### src/rtl/pipe_hazard_ctrl.sv
// Pipeline hazard controller for the 5-stage RV32 core.
// Stall/flush enables, EX forwarding selects, dmem wait FSM, perf counters.
module pipe_hazard_ctrl #(
    parameter int          AW      = 5,
    parameter int          CW      = 32,
    parameter int          TIMEOUT = 255,
    parameter logic [1:0]  WB_LOAD = 2'b01
) (
    input  logic          clk,
    input  logic          rst,
    input  logic [AW-1:0] rs1_d,
    input  logic [AW-1:0] rs2_d,
    input  logic          use_rs1_d,
    input  logic          use_rs2_d,
    input  logic [AW-1:0] rs1_e,
    input  logic [AW-1:0] rs2_e,
    input  logic [AW-1:0] rd_e,
    input  logic [AW-1:0] rd_m,
    input  logic [AW-1:0] rd_w,
    input  logic          RegWEnE,
    input  logic          RegWEnM,
    input  logic          RegWEnW,
    input  logic [1:0]    WBSelE,
    input  logic          PCSelE,
    input  logic          dmem_req_m,
    input  logic          dmem_ack,
    output logic          stall_f,
    output logic          stall_d,
    output logic          stall_e,
    output logic          stall_m,
    output logic          flush_d,
    output logic          flush_e,
    output logic [1:0]    fwd_a_e,
    output logic [1:0]    fwd_b_e,
    output logic          mem_err,
    output logic [CW-1:0] stall_cnt,
    output logic [CW-1:0] flush_cnt
);

    typedef enum logic [1:0] {RUN, WAIT, ERR} state_t;

    state_t        r_state;
    state_t        w_state_nxt;
    logic [15:0]   r_wait_cnt;
    logic [15:0]   w_wait_nxt;
    logic [CW-1:0] r_stall_cnt;
    logic [CW-1:0] r_flush_cnt;
    logic          w_err;
    logic          w_hold;
    logic          w_freeze;
    logic          w_load_e;
    logic          w_lu;
    logic          w_br;

    assign w_err    = (r_state == ERR);
    assign w_hold   = dmem_req_m & ~dmem_ack & ~w_err;
    assign w_freeze = w_hold | w_err;
    assign w_load_e = RegWEnE & (WBSelE == WB_LOAD) & (rd_e != '0);
    assign w_br     = ~w_freeze & PCSelE;
    assign w_lu     = ~w_freeze & ~PCSelE & w_load_e &
                      ((use_rs1_d & (rs1_d == rd_e)) |
                       (use_rs2_d & (rs2_d == rd_e)));

    // dmem wait state register and consecutive-wait counter
    always_ff @(posedge clk or posedge rst) begin
        if (rst) begin
            r_state    <= RUN;
            r_wait_cnt <= '0;
        end else begin
            r_state    <= w_state_nxt;
            r_wait_cnt <= w_wait_nxt;
        end
    end

    // dmem wait sequencing; a withdrawn request also returns to RUN
    always_comb begin
        w_state_nxt = r_state;
        w_wait_nxt  = r_wait_cnt;
        unique case (r_state)
            RUN: begin
                if (w_hold) begin
                    w_state_nxt = WAIT;
                    w_wait_nxt  = 16'd1;
                end
            end
            WAIT: begin
                if (dmem_ack || !w_hold) begin
                    w_state_nxt = RUN;
                    w_wait_nxt  = '0;
                end else if (r_wait_cnt == 16'(TIMEOUT)) begin
                    w_state_nxt = ERR;
                end else begin
                    w_wait_nxt  = r_wait_cnt + 16'd1;
                end
            end
            ERR: begin
                w_state_nxt = ERR;
            end
            default: begin
                w_state_nxt = RUN;
                w_wait_nxt  = '0;
            end
        endcase
    end

    // stall/flush enables: memory freeze, then branch, then load-use
    always_comb begin
        stall_f = 1'b0;
        stall_d = 1'b0;
        stall_e = 1'b0;
        stall_m = 1'b0;
        flush_d = 1'b0;
        flush_e = 1'b0;
        if (!rst) begin
            if (w_freeze) begin
                stall_f = 1'b1;
                stall_d = 1'b1;
                stall_e = 1'b1;
                stall_m = 1'b1;
            end else if (w_br) begin
                flush_d = 1'b1;
                flush_e = 1'b1;
            end else if (w_lu) begin
                stall_f = 1'b1;
                stall_d = 1'b1;
                flush_e = 1'b1;
            end
        end
    end

    // EX operand forwarding, M result preferred over W
    always_comb begin
        fwd_a_e = 2'b00;
        fwd_b_e = 2'b00;
        if (!rst) begin
            if (RegWEnM && rd_m != '0 && rd_m == rs1_e)
                fwd_a_e = 2'b10;
            else if (RegWEnW && rd_w != '0 && rd_w == rs1_e)
                fwd_a_e = 2'b01;
            if (RegWEnM && rd_m != '0 && rd_m == rs2_e)
                fwd_b_e = 2'b10;
            else if (RegWEnW && rd_w != '0 && rd_w == rs2_e)
                fwd_b_e = 2'b01;
        end
    end

    // saturating stall and branch-flush cycle counters
    always_ff @(posedge clk or posedge rst) begin
        if (rst) begin
            r_stall_cnt <= '0;
            r_flush_cnt <= '0;
        end else begin
            if (stall_d && r_stall_cnt != '1)
                r_stall_cnt <= r_stall_cnt + CW'(1);
            if (w_br && r_flush_cnt != '1)
                r_flush_cnt <= r_flush_cnt + CW'(1);
        end
    end

    assign mem_err   = w_err;
    assign stall_cnt = r_stall_cnt;
    assign flush_cnt = r_flush_cnt;

endmodule

### config.mk
export PLATFORM = sky130hd
export DESIGN_NAME = pipe_hazard_ctrl
export DESIGN_NICKNAME = d
export VERILOG_FILES = /design/src/rtl/pipe_hazard_ctrl.sv
export SDC_FILE = /design/constraint.sdc
export NUM_CORES = 1
export LEC_CHECK = 0
export ABC_AREA = 1
export BUFFER_PORTS_ARGS = -buffer_cell sky130_fd_sc_hd__buf_2
export CORE_MARGIN = 2
export CORE_UTILIZATION = 55
export DETAILED_ROUTE_END_ITERATION = 6
export PLACE_DENSITY = 0.8
export SLEW_MARGIN = 20
export SYNTH_ARGS = -nofsm -noshare
export SYNTH_HDL_FRONTEND = slang
export SYNTH_SLANG_ARGS = --single-unit
### constraint.sdc
create_clock -name clk -period 6.1 [get_ports clk]
set_input_delay 1.525 -clock clk [delete_from_list [all_inputs] [get_ports clk]]
set_output_delay 1.525 -clock clk [all_outputs]
set_load 0.05 [all_outputs]
## Word-level counts from Yosys, hierarchy flattened

Index checks and enable logic that the tools add are counted.

- Word-level logic and storage cells: 80
- Bits in registers: 82
- Input bits: 47
- Output and inout bits: 75

- Reduce and logical (&&, ||, !) cells: 16
- Add/subtract/negate cells: 3
- Bitwise gates (word level): 16
- Multiplexer cells: 26
- Equality and inequality tests: 15

Operators with widths:

| kind | number |
|---|---|
| 32-bit by 1-bit adder with 32-bit output (second input constant) | 2 |
| 32-bit inequality test (second input constant) | 2 |
| 16-bit two-way mux | 3 |
| 16-bit one-hot mux with 3 select lines | 1 |
| 5-bit == test | 6 |
| 16-bit by 1-bit adder with 16-bit output (second input constant) | 1 |
| 16-bit by 8-bit == test with 1-bit output (second input constant) | 1 |
| 5-bit nonzero test | 3 |
| 1-bit two-way mux | 14 |
| 2-bit two-way mux | 7 |
| 1-bit AND | 10 |
| 1-bit logical AND | 8 |
| 3-bit inequality test (second input constant) | 2 |
| 2-bit one-hot mux with 3 select lines | 1 |
| 2-bit by 1-bit == test with 1-bit output (second input constant) | 2 |
| 1-bit NOT | 4 |
| 3-bit AND reduction | 1 |
| 2-bit == test (second input constant) | 1 |
| 2-bit zero test | 1 |
| 2-bit inequality test (second input constant) | 1 |
| 1-bit OR | 2 |
| 2-bit AND reduction | 1 |
| 1-bit zero test | 1 |
| 1-bit logical OR | 1 |

## Longest topological paths before layout

- Depth in word-level cells: 13
- Mapped depth: 12
- Mapped depth without buffers: 11

## Least setup slack after synthesis

OpenSTA, ideal clock, no wires.

- Path type: input to output
- From: in rst
- To: out fwd_a_e[0]
- Required time: 4.575 ns
- Path slack: 0.113 ns
- Buffers on the path: 0
- Arrival time: 4.462 ns
- Stages: 5
- Cells stage by stage: inv_1 > o21ai_0 > a21oi_1 > nand3_1 > nor2_1

- Longest elaborated chain between the ends: 1

Ends and longest elaborated chain:

| item | line | RTL |
|---|---|---|
| from (decl) | 10 | `input logic rst,` |
| 2-bit two-way mux | 135 | `if (!rst) begin` |
| to (decl) | 33 | `output logic [1:0] fwd_a_e,` |

Every way passes these cells.

## Worst setup path in the final report

- From: in rd_m[2]
- To: out fwd_a_e[0]

- Longest elaborated chain between the ends: 5
- Elaborated cells on any way between the ends: 6
- Classes of those cells: eq/ne: 1; mux: 2; reduce/logical: 3

Ends and longest elaborated chain:

| item | line | RTL |
|---|---|---|
| from (decl) | 18 | `input logic [AW-1:0] rd_m,` |
| 5-bit nonzero test | 136 | `if (RegWEnM && rd_m != '0 && rd_m == rs1_e)` |
| 1-bit logical AND | 136 |  |
| 1-bit logical AND * | 136 |  |
| 2-bit two-way mux * | 136 |  |
| 2-bit two-way mux * | 135 |  |

Mark *: on every way between the ends. The rest lies on a longest branch, timed or not.

==> out/results.ini <==
[global_route]
grt_pass1_vias=5612
grt.busiest_layer=met2
gr-usage-met3_pct=3.81
met2_usage_pct=43.7
antenna_found_initial=0
grt_first_pass_wirelength_um=26000
use_met1_pct=38.7
track_usage_pct=27.5
overflow=0
grt_max_degree=83

[route]
drtIter0Drc=470
vias=6124
wl_um=15300
ant_nets=0
viasPerCell=5.23
firstDrtPassIters=5
wl_per_cell_um=13.0
drc=0

[timing]
rsz0062_at_grt=false
finClkSkew_ns=0.0148
setup_viol=0
tns_ns=0
drv_slew=0
fin_crit_ns=4.43
relSlewSlack_pct=38.9
max_freq_ghz=0.226
period_share_pct=72.7
finalWorstSetupSlack_ns=1.67
worstMarginPinSlew_ns=0.914
timing_hold_violations_final=0

[worst_setup_path]
crit_fanout=3
worst-setup-path-type=primary input to primary output
r2r_end=stall_cnt[16]
critPathRequiredTime_ns=4.58
arrival_ns=2.91
critPathMaxStageDelay_ns=0.38
rrSetupSlack_ns=2.88
start_kind=primary input
rr_startpoint=stall_cnt[0]
cp_num_buf_inv=4
reg2regPathDepth=9
cp_top_family=buffers and inverters
crit_chain=buf_2 -> or2_2 -> o41ai_1 -> inv_1 -> nand2_1 -> inv_1 -> nor2_1 -> buf_2
crit_slowest_cell=o41ai_1
end_kind=primary output

[run]
maxCapViolations=0

[cells_and_area]
nets=1080
layout_common_cells=367 x nand2_1, 121 x buf_2, 99 x nor2_1
final_common_cell=nand2_1
layout-drive-gt1-share_pct=15.1
area_growth_pct=14.2
fillers=998
diodes=0

[worst_hold_path]
hp-start=flush_cnt[17]
holdPathEnd=flush_cnt[17]
hold_depth=2
hp-class=flop to flop

[die]
io_pins=122
die_w_um=108
die_area_mm2=0.0116
die_y_um=108
core_area_mm2=0.0104
start_util_pct=56.9
rows=37

[cts]
cts_resized=0
clock_path_buffers=2
cts_hold_buf=0
root_buffer=clkbuf_8
clk_latency_ns=0.37
cts_sinks=82
htree_levels=3
cts.clk_slew.worst_paths_ns=0.09
cts_tree=yes
numCtsBuffers=9
postCtsSetupBuffers=0

[placement]
gp_congestion=0.948
portBuffers=121
post-dp-hpwl_um=11400
preCtsSetupSlack_ns=1.66

[synthesis]
seq_area_frac_synth_pct=34.6
ys_warn_count=0
ys_ff_latch=82
syn_avg_cell_area_um2=6.48
yosysUniqueCellTypes=31
netlist_instances=915
netlist_area_mm2=0.00593
synth_nets=965

[power]
peakVddDrop_v=0.000154
p_leak_nw=3.60
pwr_density_cell_mw_per_mm2=171

[outcome]
status=completed

-- synth_stat cells (all sizes together) --
library cell	instances	share of area, %
inv	90	5.7
ha	3	0.63
or2	6	0.63
buf	19	2.3
nor4	2	0.21
and3	1	0.11
xnor2	23	3.4
a31oi	1	0.11
o41ai	2	0.30
a21oi	6	0.51
nand3	75	6.3
nor2	103	6.8
a221oi	1	0.15
o221ai	1	0.15
nand4	19	2.1
nand2	372	24
nand3b	10	1.3
nor3	40	3.6
o31ai	1	0.13
o21ai	20	1.7
dfrtp	82	35
xor2	38	5.6
-- state kept, by name, summed over array words and instances (netlist names) --
signal,count
flush_cnt,32
r_state,2
stall_cnt,32
r_wait_cnt,16
-- layer usage --
| layer | vias up | part of all wire (%) |
|---|---|---|
| li1 | 3118 | - |
| met1 | 2784 | 47 |
| met2 | 196 | 46 |
| met3 | 26 | 5.2 |
| met4 | 0 | 1.8 |
| met5 | - | 0 |
-- cells by family (layout without fill, tap and decap cells) --
| kind of cell | count (synthesis) | after routing | share of synthesized area [%] |
|---|---|---|---|
| flops | 82 | 82 | 34.6 |
| buf+inv | 109 | 228 | 8.02 |
| compound gates | 32 | 32 | 3.02 |
| xor+xnor | 61 | 61 | 9.01 |
| simple gates | 628 | 628 | 44.7 |
| fa+ha+maj | 3 | 3 | 0.633 |
-- power breakdown --
| part | switching, mW | internal [mW] | leakage (nW) |
|---|---|---|---|
| logic | 0.130 | 0.0535 | 2.40 |
| clock network | 0.208 | 0.186 | 0.0921 |
| registers | 0.0220 | 0.557 | 1.11 |
| total | 0.360 | 0.797 | 3.60 |
-- worst max path at each step --
stage                        from         end  slack [ns]  cells past startpoint
after floorplan               rst  fwd_a_e[0]        0.11                      5
after detailed placement  rd_m[2]  fwd_a_e[0]        1.66                      8
after global placement    rd_m[2]  fwd_a_e[0]        1.67                      8
after CTS                 rd_m[2]  fwd_a_e[0]        1.66                      8
final                     rd_m[2]  fwd_a_e[0]        1.67                      8
after global routing      rd_m[2]  fwd_a_e[0]        1.50                      8
-- layout make-up --
cell class | count | area, µm² | share of cell area [%]
Inverter | 90 | 339 | 5.01
Multi-Input combinational cell | 724 | 3400 | 50.3
Sequential cell | 82 | 2050 | 30.3
Clock inverter | 5 | 56.3 | 0.831
Clock buffer | 10 | 128 | 1.88
Tap cell | 136 | 170 | 2.51
Timing Repair Buffer | 123 | 624 | 9.22
-- through the flow --
step / hold slack [ns] / area (µm²) / power (mW) / instances / util, %
4_1_cts: 0.536 / 6770 / 1.16 / 1170 / 65.0
6_report: 0.532 / 6770 / 1.16 / 1170 / 65.0
3_3_place_gp: 0.506 / 6590 / 0.771 / 1155 / 63.2
3_5_place_dp: 0.513 / 6590 / 0.775 / 1155 / 63.2
5_1_grt: 0.557 / 6770 / 1.21 / 1170 / 65.0
2_1_floorplan: 0.475 / 5930 / 0.721 / 915 / -
-- worst min-delay path, delay by kind of cell, from the launching register on --
family	cells	cell delay, ns
DFF	1	0.39
and+or+nand+nor	2	0.11
Note: power is estimated with default switching activity, not from simulation.
